<file path="src/rtl/mips_mem_defs.sv">
// Shared definitions for the instruction-side memory fill path: FSM
// encoding, line geometry and memory-bus field widths.
package mips_mem_defs;

    // Line geometry: four 32-bit words per line, 2-bit word offset.
    localparam int LINE_WORDS = 4;
    localparam int OFF_W      = 2;

    // Memory bus fields.
    localparam int BUS_DATA_W = 32;
    localparam int BEAT_W     = 2;
    localparam logic [BEAT_W-1:0] LAST_BEAT = 2'd3;

    // Fill engine states.
    typedef enum logic [1:0] {
        ST_IDLE = 2'd0,
        ST_READ = 2'd1,
        ST_DONE = 2'd2
    } fill_state_e;

    // Which request input owns the transfer in flight.
    typedef enum logic {
        REQ_LINE = 1'b0,
        REQ_WORD = 1'b1
    } req_kind_e;

    // Word offset advances modulo the line length (2-bit natural wrap).
    function automatic logic [OFF_W-1:0] next_offset(input logic [OFF_W-1:0] off);
        return off + 1'b1;
    endfunction

endpackage

</file>
<file path="src/rtl/icache_line_fill_unit.sv">
// Memory-side fill engine for the instruction cache. Serves 4-word line
// fills and single-word reads one bus beat at a time and returns every word
// with its line offset and a one-cycle Ready_M pulse.
// Build option: ICACHE_CRITICAL_WORD_FIRST_EN makes a line fill start at the
// requested word and wrap; otherwise line fills always start at offset 0.
module icache_line_fill_unit
    import mips_mem_defs::*;
#(
    parameter int PABITS = 36
) (
    input  logic                  clock,
    input  logic                  reset,
    input  logic [PABITS-3:0]     Address_M,
    input  logic                  ReadLine_M,
    input  logic                  ReadWord_M,
    output logic [BUS_DATA_W-1:0] DataIn_M,
    output logic [OFF_W-1:0]      DataInOffset_M,
    output logic                  Ready_M,
    output logic [PABITS-3:0]     Bus_Address,
    output logic                  Bus_Read,
    input  logic [BUS_DATA_W-1:0] Bus_DataIn,
    input  logic                  Bus_Ack,
    output logic                  Busy
);

    localparam int WA_W   = PABITS - 2;
    localparam int LINE_W = WA_W - OFF_W;

    fill_state_e             state_q, state_d;
    req_kind_e               kind_q, kind_d;
    logic [LINE_W-1:0]       line_q, line_d;
    logic [OFF_W-1:0]        off_q, off_d;
    logic [BEAT_W-1:0]       beats_q, beats_d;
    logic                    gap_q, gap_d;
    logic                    abort_q, abort_d;
    logic [BUS_DATA_W-1:0]   data_q, data_d;
    logic [OFF_W-1:0]        data_off_q, data_off_d;
    logic                    ready_q, ready_d;

    logic                    bus_read;
    logic                    req_held;
    logic                    accept;
    logic                    drop_beat;
    logic [OFF_W-1:0]        line_start;

`ifdef ICACHE_CRITICAL_WORD_FIRST_EN
    assign line_start = Address_M[OFF_W-1:0];
`else
    assign line_start = '0;
`endif

    // The strobe is a pure function of registered state, so an asynchronous
    // reset removes it in the same cycle. gap_q forces the idle beat between
    // consecutive reads.
    assign bus_read  = (state_q == ST_READ) && !gap_q;
    assign req_held  = (kind_q == REQ_LINE) ? ReadLine_M : ReadWord_M;
    assign accept    = bus_read && Bus_Ack;
    // A beat is thrown away once its owning request has been withdrawn.
    assign drop_beat = abort_q || !req_held;

    assign Bus_Read       = bus_read;
    assign Bus_Address    = bus_read ? {line_q, off_q} : '0;
    assign Busy           = (state_q != ST_IDLE);
    assign DataIn_M       = data_q;
    assign DataInOffset_M = data_off_q;
    assign Ready_M        = ready_q;

    // Next-state and return-path logic for the fill FSM.
    always_comb begin
        // NOTE: every next-state signal gets a default first so no latch is inferred.
        state_d    = state_q;
        kind_d     = kind_q;
        line_d     = line_q;
        off_d      = off_q;
        beats_d    = beats_q;
        gap_d      = 1'b0;
        abort_d    = abort_q;
        data_d     = data_q;
        data_off_d = data_off_q;
        ready_d    = 1'b0;

        case (state_q)
            ST_IDLE: begin
                abort_d = 1'b0;
                if (ReadLine_M) begin
                    // Line wins when both requests are present.
                    kind_d  = REQ_LINE;
                    line_d  = Address_M[WA_W-1:OFF_W];
                    off_d   = line_start;
                    beats_d = '0;
                    state_d = ST_READ;
                end else if (ReadWord_M) begin
                    // A single word is a one-beat transfer: start on the last beat.
                    kind_d  = REQ_WORD;
                    line_d  = Address_M[WA_W-1:OFF_W];
                    off_d   = Address_M[OFF_W-1:0];
                    beats_d = LAST_BEAT;
                    state_d = ST_READ;
                end
            end

            ST_READ: begin
                // Remember a withdrawn request even if it reappears later.
                if (!req_held) begin
                    abort_d = 1'b1;
                end
                if (accept) begin
                    if (!drop_beat) begin
                        data_d     = Bus_DataIn;
                        data_off_d = off_q;
                        ready_d    = 1'b1;
                    end
                    if (drop_beat || beats_q == LAST_BEAT) begin
                        beats_d = '0;
                        state_d = ST_DONE;
                    end else begin
                        beats_d = beats_q + 2'd1;
                        off_d   = next_offset(off_q);
                        gap_d   = 1'b1;
                    end
                end
            end

            ST_DONE: begin
                // Turnaround cycle: a request still high here is not a new one.
                abort_d = 1'b0;
                state_d = ST_IDLE;
            end

            default: begin
                state_d = ST_IDLE;
            end
        endcase
    end

    // State and output registers, cleared asynchronously.
    always_ff @(posedge clock or posedge reset) begin
        if (reset) begin
            state_q    <= ST_IDLE;
            kind_q     <= REQ_LINE;
            line_q     <= '0;
            off_q      <= '0;
            beats_q    <= '0;
            gap_q      <= 1'b0;
            abort_q    <= 1'b0;
            data_q     <= '0;
            data_off_q <= '0;
            ready_q    <= 1'b0;
        end else begin
            // NOTE: non-blocking assignments so every register samples pre-edge values.
            state_q    <= state_d;
            kind_q     <= kind_d;
            line_q     <= line_d;
            off_q      <= off_d;
            beats_q    <= beats_d;
            gap_q      <= gap_d;
            abort_q    <= abort_d;
            data_q     <= data_d;
            data_off_q <= data_off_d;
            ready_q    <= ready_d;
        end
    end

endmodule

</file>
<file path="config.mk">
export PLATFORM = sky130hd
export DESIGN_NAME = icache_line_fill_unit
export DESIGN_NICKNAME = d
export VERILOG_FILES = /design/src/rtl/mips_mem_defs.sv /design/src/rtl/icache_line_fill_unit.sv
export SDC_FILE = /design/constraint.sdc
export NUM_CORES = 1
export LEC_CHECK = 0
export CAP_MARGIN = 20
export CORE_MARGIN = 2
export CORE_UTILIZATION = 38
export DETAILED_ROUTE_END_ITERATION = 8
export GPL_TIMING_DRIVEN = 0
export PLACE_DENSITY = 0.82
export SETUP_SLACK_MARGIN = 0.02
export SYNTH_ARGS = -nofsm -noshare
export SYNTH_HDL_FRONTEND = slang
export SYNTH_SLANG_ARGS = --single-unit
</file>
<file path="constraint.sdc">
create_clock -name clock -period 2.5 [get_ports clock]
set_input_delay 0.5 -clock clock [delete_from_list [all_inputs] [get_ports clock]]
set_output_delay 0.5 -clock clock [all_outputs]
set_load 0.05 [all_outputs]
</file>
==> results.json <==
{
  "p_per_area_nw_per_um2": 1561,
  "synth-seq-cells": 76,
  "grt-ovfl-total": 0,
  "dpl_cell_area_um2": 4765,
  "dr.pass1.iters": 4,
  "ff2ff_path_depth": 4,
  "yosysMostFrequentCell": "nand2_1",
  "area_growth_syn_to_layout_pct": 49.90,
  "grt_first_pass_wirelength_um": 12230,
  "path_max_fanout": 6,
  "drv_slew": 0,
  "grt_max_degree": 43,
  "synth_edf_count": 0,
  "maxSlewHeadroom_pct": 53.11,
  "fmax_ghz": 0.4178,
  "netlist_area_um2": 3199,
  "ys_seq_area_share_pct": 59.44,
  "chipWidth_um": 95.76,
  "initial_utilization_pct": 39.13,
  "clockBufferDepth": 2,
  "chipHeight_um": 95.76,
  "drc": 0,
  "worstSetupEndpoint": "Busy",
  "worstMarginPinSlew_ps": 698.0,
  "synth_nets": 369,
  "synthCells": 297,
  "skew_ps": 9.670,
  "fin_area_um2": 4796,
  "post-synth-top-area-cell": "dfrtp_1",
  "vias": 2659,
  "critPathKind": "register to output port",
  "synthTopCellsByArea": "dfrtp_1, nand2_1, mux2_2, and2_1, nor2_1",
  "hold_depth": 2,
  "cp_data_arrival_time_ps": 1890,
  "nets": 522,
  "status": "completed",
  "synth_top_area_share_pct": 59.44,
  "clk_pin_slew_worst_paths_ps": 80,
  "rsz0062_at_grt": "no",
  "final_core_util_pct": 58.66,
  "p_int_mw": 3.658,
  "r2r_slack_ps": 610,
  "r2r_end": "DataIn_M[23]",
  "synth_top_family_by_area": "simple AND/OR/NAND/NOR gates",
  "synthFlopType": "dfrtp_1",
  "avgRoutedWirePerCell_um": 13.80,
  "hpwl_um": 5872,
  "synth_warnings": 0,
  "place_congestion": 0.7801,
  "peakVddDrop_mv": 0.8370,
  "power_frac_seq_pct": 28.9,
  "hold_viol": 0,
  "leakage_nw": 2.271,
  "drt-initial-drc-count": 65,
  "postRouteAntennaNets": 0,
  "cts-root-buf": "clkbuf_8",
  "drv_cap": 0,
  "hold_class": "register to register",
  "synthXorXnorAreaFrac_pct": 0,
  "synth_commonest_cells": "nand2_1, dfrtp_1, and2_1, mux2_2, nor2_1",
  "die_area_um2": 9169,
  "track_usage_pct": 17.17,
  "antennaDiodeCount": 0,
  "synth.area.mux_share_pct": 12.40,
  "comb_power_share_pct": 60.4,
  "avgViaCountPerCell": 4.748,
  "htreeDepth": 3,
  "startpoint": "state_q[0]",
  "worst_setup_path_start_kind": "register",
  "drive_above_1_share_pct": 20.44,
  "clockPowerShare_pct": 10.7,
  "grt_pass1_vias": 2655,
  "finalCritPeriodShare_pct": 95.74,
  "wirelength_um": 7726,
  "yosys.area_share.adder_pct": 0.3911,
  "worstReg2RegStart": "gap_q",
  "post_cts_buffers": 0,
  "numCtsBuffers": 9,
  "coreArea_um2": 8175,
  "clock-sinks": 76,
  "num_rows": 33,
  "setup_viol_count_final": 0,
  "p_sw_share_pct": 51.13,
  "total_power_mw": 7.486,
  "switchingPower_mw": 3.828,
  "cp.required_ps": 2000,
  "synthArstFlopShare_pct": 100.0,
  "clk_latency_ps": 340,
  "cts_tree": "done",
  "ys_types": 30,
  "synth_area_per_cell_um2": 10.77,
  "pin_count": 142,
  "synth_simple_gate_area_share_pct": 22.41,
  "synth_compound_area_share_pct": 2.542,
  "io_buffer_count": 141,
  "post-route-min-period_ps": 2394,
  "antenna_found_initial": 0,
  "endpoint_kind": "output port"
}
-- layout make-up --
class / count / area (um^2)
plain buffers: 12 / 75.07
multi-input cells: 204 / 1217
clock inverters: 7 / 43.79
repair buffers: 142 / 1281
clock buffers: 9 / 123.9
flip-flops and latches: 76 / 1902
inverters: 5 / 21.27
fillers: 713 / 3379
well taps: 105 / 131.4
-- cell families (layout without fill, tap and decap cells) --
| group | count (synthesis) | in the layout |
|---|---|---|
| AOI/OAI and AO/OA | 14 | 14 |
| adders and majority gates | 1 | 1 |
| buffers and inverters | 17 | 175 |
| DFF | 76 | 76 |
| muxes | 35 | 35 |
| and+or+nand+nor | 154 | 154 |
-- worst min-delay path by stage --
stage | from | to | slack (ps)
2_1_floorplan | line_q[0] | line_q[0] | 440
3_3_place_gp | line_q[14] | line_q[14] | 450
3_5_place_dp | line_q[18] | line_q[18] | 460
4_1_cts | line_q[18] | line_q[18] | 480
5_1_grt | line_q[17] | line_q[17] | 500
6_report | line_q[18] | line_q[18] | 470
-- state kept, by name, summed over array words and instances, names as in the netlist --
signal and count:
off_q 2, gap_q 1, beats_q 2, DataIn_M 32
Ready_M 1, kind_q 1, state_q 2, line_q 32
abort_q 1, DataInOffset_M 2
-- power groups by stage --
| stage | Sequential (mW) | Combinational [mW] | Clock (mW) |
|---|---|---|---|
| after floorplan | 3.12 | 2.24 | 0 |
| after global placement | 2.15 | 4.70 | 0 |
| after detailed placement | 2.19 | 4.77 | 0 |
| after CTS | 2.16 | 4.61 | 0.829 |
| after global routing | 2.24 | 4.81 | 0.885 |
| final | 2.16 | 4.53 | 0.799 |
-- cells in the final DEF, fill, tap and decap left out, types with 2 or more instances in the layout --
cell and instances:
clkdlybuf4s50_1 106, nand2_1 96, dfrtp_1 76, and2_1 33
buf_2 32, mux2_2 31, clkbuf_8 9, nor2_1 8
a21oi_1 6, dlygate4sd2_1 5, inv_1 4, clkinv_2 4
clkbuf_1 3, nor3_1 3, nand4_1 3, buf_6 3
mux2_1 3, clkbuf_2 3, o21ai_1 2, o21ai_0 2
nand3_1 2, clkinvlp_4 2
-- stage by stage --
step	std cells	hold slack [ps]	setup TNS, ps	setup slack [ps]
6_report	560	471.0	0	106.5
5_1_grt	560	496.1	0	23.84
4_1_cts	560	475.2	0	28.60
3_5_place_dp	544	455.5	-9756	-383.3
3_3_place_gp	543	449.9	-94570	-1128
2_1_floorplan	297	437.4	0	61.67
-- what timing repair did --
| item | 4_1_cts | 5_1_grt |
|---|---|---|
| hold buffers | 0 | 0 |
| endpoints found under the setup margin | 35 | 32 |
| pin swaps | 0 | 0 |
| resized for setup | 140 | 19 |
-- worst max-delay path: stages, from the launching register on --
cell and delay, ps:
dfrtp_1 460, nor2_1 250, inv_1 130, clkdlybuf4s50_1 720
-- per-layer routing --
metal	track usage [%]	wire length [um]	vias to the layer above	share of wire (%)
met3	3.289	462	11	6.0
li1	-	-	1267	-
met1	20.87	3150	1298	41
met5	0	0	-	0
met2	29.78	3979	83	52
met4	7.381	134	0	1.7
No activity file was read; power rests on OpenSTA's default activity.
